$ cat src/rtl/riscv_fetch_pkg.sv
// Shared types and defaults for the dual-issue fetch scheduler and its queue.
package riscv_fetch_pkg;

  typedef enum logic [1:0] {
    FETCH    = 2'd0,
    FULL     = 2'd1,
    REDIRECT = 2'd2
  } fsm_state_t;

  typedef struct packed {
    logic [63:0] pc;
    logic [31:0] instr1;
    logic [31:0] instr2;
  } q_entry_t;

  localparam int PC_STEP_DEF = 8;
  localparam int QDEPTH_DEF  = 4;

endpackage

$ cat src/rtl/fetch_queue.sv
// Circular buffer of fetched instruction pairs with flush; head is zero when empty.
module fetch_queue
  import riscv_fetch_pkg::*;
#(
  parameter int DEPTH = QDEPTH_DEF,
  localparam int AW = $clog2(DEPTH),
  localparam int CW = AW + 1
) (
  input  logic           clk,
  input  logic           rst_n,
  input  logic           flush,
  input  logic           push,
  input  q_entry_t       push_data,
  input  logic           pop,
  output logic [CW-1:0]  count,
  output q_entry_t       head
);

  q_entry_t        storage [DEPTH];
  logic [AW-1:0]   rd_ptr;
  logic [AW-1:0]   wr_ptr;
  logic            do_push;
  logic            do_pop;

  // Flush wins over any same-edge push or pop.
  assign do_pop  = pop && (count != '0) && !flush;
  assign do_push = push && !flush && ((count != CW'(DEPTH)) || do_pop);

  always_ff @(posedge clk) begin
    if (!rst_n || flush) begin
      rd_ptr <= '0;
      wr_ptr <= '0;
      count  <= '0;
    end else begin
      if (do_push) wr_ptr <= wr_ptr + AW'(1);
      if (do_pop)  rd_ptr <= rd_ptr + AW'(1);
      case ({do_push, do_pop})
        2'b10:   count <= count + CW'(1);
        2'b01:   count <= count - CW'(1);
        default: count <= count;
      endcase
    end
  end

  always_ff @(posedge clk) begin
    if (do_push) storage[wr_ptr] <= push_data;
  end

  assign head = (count != '0) ? storage[rd_ptr] : '0;

endmodule

$ cat src/rtl/fetch_sched.sv
// Fetch scheduler: drives pc/pc4 to memory, queues fetched pairs, handles redirects.
module fetch_sched
  import riscv_fetch_pkg::*;
#(
  parameter int QDEPTH  = QDEPTH_DEF,
  parameter int PC_STEP = PC_STEP_DEF,
  localparam int CW = $clog2(QDEPTH) + 1
) (
  input  logic          clk,
  input  logic          rst_n,
  input  logic          branch_en,
  input  logic [63:0]   branch_pc,
  output logic [63:0]   pc,
  output logic [63:0]   pc4,
  input  logic [31:0]   instr1_in,
  input  logic [31:0]   instr2_in,
  output logic          issue_valid,
  input  logic          issue_ready,
  output logic [63:0]   issue_pc,
  output logic [31:0]   issue_instr1,
  output logic [31:0]   issue_instr2,
  output logic [CW-1:0] q_count,
  output fsm_state_t    state
);

  fsm_state_t state_next;
  logic       push;
  logic       pop;
  q_entry_t   head;
  q_entry_t   push_data;

  // Issue handshake: the head pair transfers on any edge with issue_valid && issue_ready;
  // issue_valid never waits on issue_ready, and a redirect on that edge cancels the transfer.
  assign issue_valid  = (q_count != '0);
  assign pop          = issue_valid && issue_ready && !branch_en;
  assign push         = (state == FETCH) && !branch_en;
  assign push_data    = '{pc: pc, instr1: instr1_in, instr2: instr2_in};
  assign issue_pc     = head.pc;
  assign issue_instr1 = head.instr1;
  assign issue_instr2 = head.instr2;
  assign pc4          = pc + 64'd4;

  fetch_queue #(.DEPTH(QDEPTH)) u_queue (
    .clk       (clk),
    .rst_n     (rst_n),
    .flush     (branch_en),
    .push      (push),
    .push_data (push_data),
    .pop       (pop),
    .count     (q_count),
    .head      (head)
  );

  always_ff @(posedge clk) begin
    if (!rst_n) begin
      state <= FETCH;
      pc    <= '0;
    end else begin
      state <= state_next;
      if (branch_en)  pc <= {branch_pc[63:2], 2'b00};
      else if (push)  pc <= pc + 64'(PC_STEP);
    end
  end

  always_comb begin
    state_next = state;
    if (branch_en) begin
      state_next = REDIRECT;
    end else begin
      case (state)
        FETCH:    if (!pop && (q_count == CW'(QDEPTH - 1))) state_next = FULL;
        FULL:     if (pop) state_next = FETCH;
        REDIRECT: state_next = FETCH;
        default:  state_next = FETCH;
      endcase
    end
  end

endmodule

$ cat config.mk
export PLATFORM = sky130hd
export DESIGN_NAME = fetch_sched
export DESIGN_NICKNAME = d
export VERILOG_FILES = /design/src/rtl/riscv_fetch_pkg.sv /design/src/rtl/fetch_queue.sv /design/src/rtl/fetch_sched.sv
export SDC_FILE = /design/constraint.sdc
export NUM_CORES = 1
export LEC_CHECK = 0
export ABC_AREA = 1
export CAP_MARGIN = 30
export CORE_MARGIN = 1
export CORE_UTILIZATION = 45
export DETAILED_ROUTE_END_ITERATION = 10
export GPL_TIMING_DRIVEN = 0
export PLACE_DENSITY_LB_ADDON = 0.08
export RECOVER_POWER = 100
export SYNTH_ARGS = -nofsm -noshare
export SYNTH_HDL_FRONTEND = slang
export SYNTH_SLANG_ARGS = --single-unit
$ cat constraint.sdc
create_clock -name clk -period 11.5 [get_ports clk]
set_clock_uncertainty 0.1 [all_clocks]
set_input_delay 2.875 -clock clk [delete_from_list [all_inputs] [get_ports clk]]
set_output_delay 2.875 -clock clk [all_outputs]
set_load 0.03 [all_outputs]
==> results.py <==
metrics = {
    "synth": {
        "avgSynthCellArea_um2": 10.2,
        "yosysTopAreaCell": "edfxtp_1",
        "synth-seq-cells": 577,
        "syn_inst": 2494,
        "syn_area_um2": 25300,
        "yosysWarnings": 0,
        "synth_top_area_share": 0.597,
        "synth_cell_types": 40,
        "synth.area.top_cells": "edfxtp_1 (60%), nor2_1 (9.3%), o21ai_0 (6.1%)",
        "ys_seq_area_frac": 0.655,
    },
    "critical_path": {
        "worstPathCellList": "clkbuf_1 -> nor2_1 -> o21ai_0 -> nor2_1 -> clkbuf_1 -> buf_12",
        "cp_top_family": "simple AND/OR/NAND/NOR gates",
        "crit_required_ps": 11710,
        "path_class": "in2reg",
        "crit_slowest_cell": "nor2_1",
        "crit_buf_inv": 3,
        "end_kind": "flip-flop",
        "start_kind": "input port",
        "worstPathArrival_ps": 8380,
        "worstPathMaxFanout": 28,
        "max_stage_delay_ps": 2010,
    },
    "pwr": {
        "peakVddDrop_uv": 114,
        "leakage_nw": 11.7,
        "finalPower_mw": 4.71,
        "power_density_nw_per_um2": 146,
    },
    "cells_and_area": {
        "final_common_cell": "nor2_1",
        "area_growth_pct": 27.0,
        "fill_cells": 4720,
        "final_cell_mix": "nor2_1 (633), edfxtp_1 (504), dlygate4sd3_1 (313), o21ai_0 (308), nand2_1 (292)",
        "drive_gt1_frac": 0.0498,
        "final_nets": 3102,
        "fin_cells": 3761,
    },
    "cts": {
        "cts_buffers": 60,
        "root_buffer": "clkbuf_16",
        "ctsHoldBuffers": 0,
        "cts_resized": 0,
        "h-tree-depth": 2,
        "clkTransAtPathRegs_ps": 60,
        "post_cts.repair.setup_buffers": 0,
        "clock_path_buffers": 3,
        "clk-insertion-delay-late_ps": 630,
        "cts_tree": "yes",
        "cts.sinks": 577,
    },
    "global_route": {
        "grt_pass1_vias": 19700,
        "grt_max_degree": 29,
        "grt_use_total": 0.293,
        "antenna_found_initial": 3,
        "grt_pass1_wl_um": 123000,
        "overflow": 0,
    },
    "timing": {
        "fin_hold_ws_ps": 376,
        "clock.fmax_ghz": 0.122,
        "rsz0062_at_grt": "no",
        "final-setup-viol-count": 0,
        "hold_viol": 0,
        "period_minus_slack_ps": 8160,
        "fin_crit_sh": 0.710,
        "drv_slew": 322,
        "max_slew_margin": -0.683,
        "final.setup.tns_ps": 0,
        "worst_slew_pin_slew_ps": 2520,
    },
    "drt": {
        "top_layer": "met5",
        "totalWireLength_um": 85300,
        "wl_per_cell_um": 22.7,
        "wl_met2_um": 39600,
        "post-route-drc-count": 0,
        "drt-pass1-iter-count": 6,
        "wl_met1_um": 35400,
        "ant_nets": 0,
        "detail_route.iter0.violations": 1850,
        "num_vias": 20600,
        "wl_met3_um": 7760,
        "via_per_inst": 5.47,
    },
    "placed_design": {
        "port_buffers": 384,
        "place.gp.congestion": 0.969,
        "placed_cells": 3648,
        "hpwl_um": 59900,
    },
    "floorplan": {
        "io_pins": 394,
        "die_width_um": 239,
        "die_area_um2": 57300,
        "num_rows": 86,
        "core_um2": 55400,
        "die_y_um": 239,
        "start_util": 0.457,
    },
    "job": {
        "cap_violations": 13,
    },
    "min_path": {
        "hold_class": "reg2reg",
    },
    "outcome": {
        "status": "finished, violations left",
        "violations": "capacitance limit, slew limit",
    },
}
[cell families after synthesis]
kind of cell / count (synthesis) / share of synthesized area
compound gates: 512 / 0.103
xor+xnor: 73 / 0.0252
fa+ha+maj: 8 / 0.00425
buf+inv: 254 / 0.0397
flops: 577 / 0.655
other cells: 1 / 0.000148
simple gates: 1069 / 0.173
[final cells by class]
type                    instances  area (µm²)  share of cell area
diodes                          2        5.00            0.000156
plain buffers                 133         542              0.0168
clock buffers                  82        1630              0.0508
clock inverters                29         235             0.00731
inverters                     121         454              0.0141
multi-input cells            1668        7740               0.240
flip-flops and latches        577       16600               0.516
well taps                     748         936              0.0291
repair buffers                401        4040               0.125
[cell usage after synthesis]
cell,instances
nor4_1,1
ha_1,7
nor3_2,2
buf_1,31
o211ai_1,1
nor2_1,631
nand3b_1,2
a22o_1,1
a21oi_1,169
fa_1,1
nand3_1,67
nor3_4,1
nand3_2,3
o21ai_2,1
nor2_2,13
clkbuf_2,1
clkbuf_1,75
a31oi_1,27
inv_1,114
buf_4,7
clkinv_1,2
and2_1,2
nor3_1,10
nand2_2,8
or2_2,1
a22oi_1,1
nand4_1,24
o21ai_0,307
nand2_4,1
o21ai_1,3
nor2_4,11
inv_2,5
buf_2,19
xnor2_1,11
o21a_1,2
conb_1,1
dfxtp_1,73
xor2_1,62
nand2_1,292
edfxtp_1,504
[per-layer routing]
layer | vias up | GRT usage
met5 | - | 0
met4 | 2 | 0.0975
met3 | 144 | 0.0519
met2 | 1030 | 0.465
met1 | 9930 | 0.408
li1 | 9463 | -
[state kept, by name (all words and copies together) (netlist names), named ones only]
name             flops
state                2
pc                  62
u_queue.wr_ptr       2
u_queue.storage    504
u_queue.rd_ptr       2
u_queue.count        3
[power breakdown]
part | internal, mW | switching (mW) | leakage [nW]
clock | 1.04 | 0.814 | 0.906
sequential | 2.35 | 0.0635 | 5.25
combinational | 0.150 | 0.294 | 5.55
total | 3.54 | 1.17 | 11.7
[final timing paths]
check	startpoint	end	slack (ps)	depth (start not counted)
worst max-delay path	branch_en	u_queue.storage[3][110]	3340	6
worst min-delay path	state[1]	state[0]	380	1
worst max register to register	state[1]	u_queue.storage[3][110]	4970	7
worst min register to register	state[1]	state[0]	380	1
[metrics by stage]
| stage | utilization | cell area [µm²] | setup WS, ps |
|---|---|---|---|
| after floorplan | - | 25400 | 2060 |
| after CTS | 0.584 | 32400 | 4460 |
| after detailed placement | 0.551 | 30500 | 5140 |
| after global placement | 0.544 | 30100 | -2790 |
| after global routing | 0.581 | 32200 | 3010 |
| final | 0.581 | 32200 | 3340 |
(Power assumes the default switching activity.)
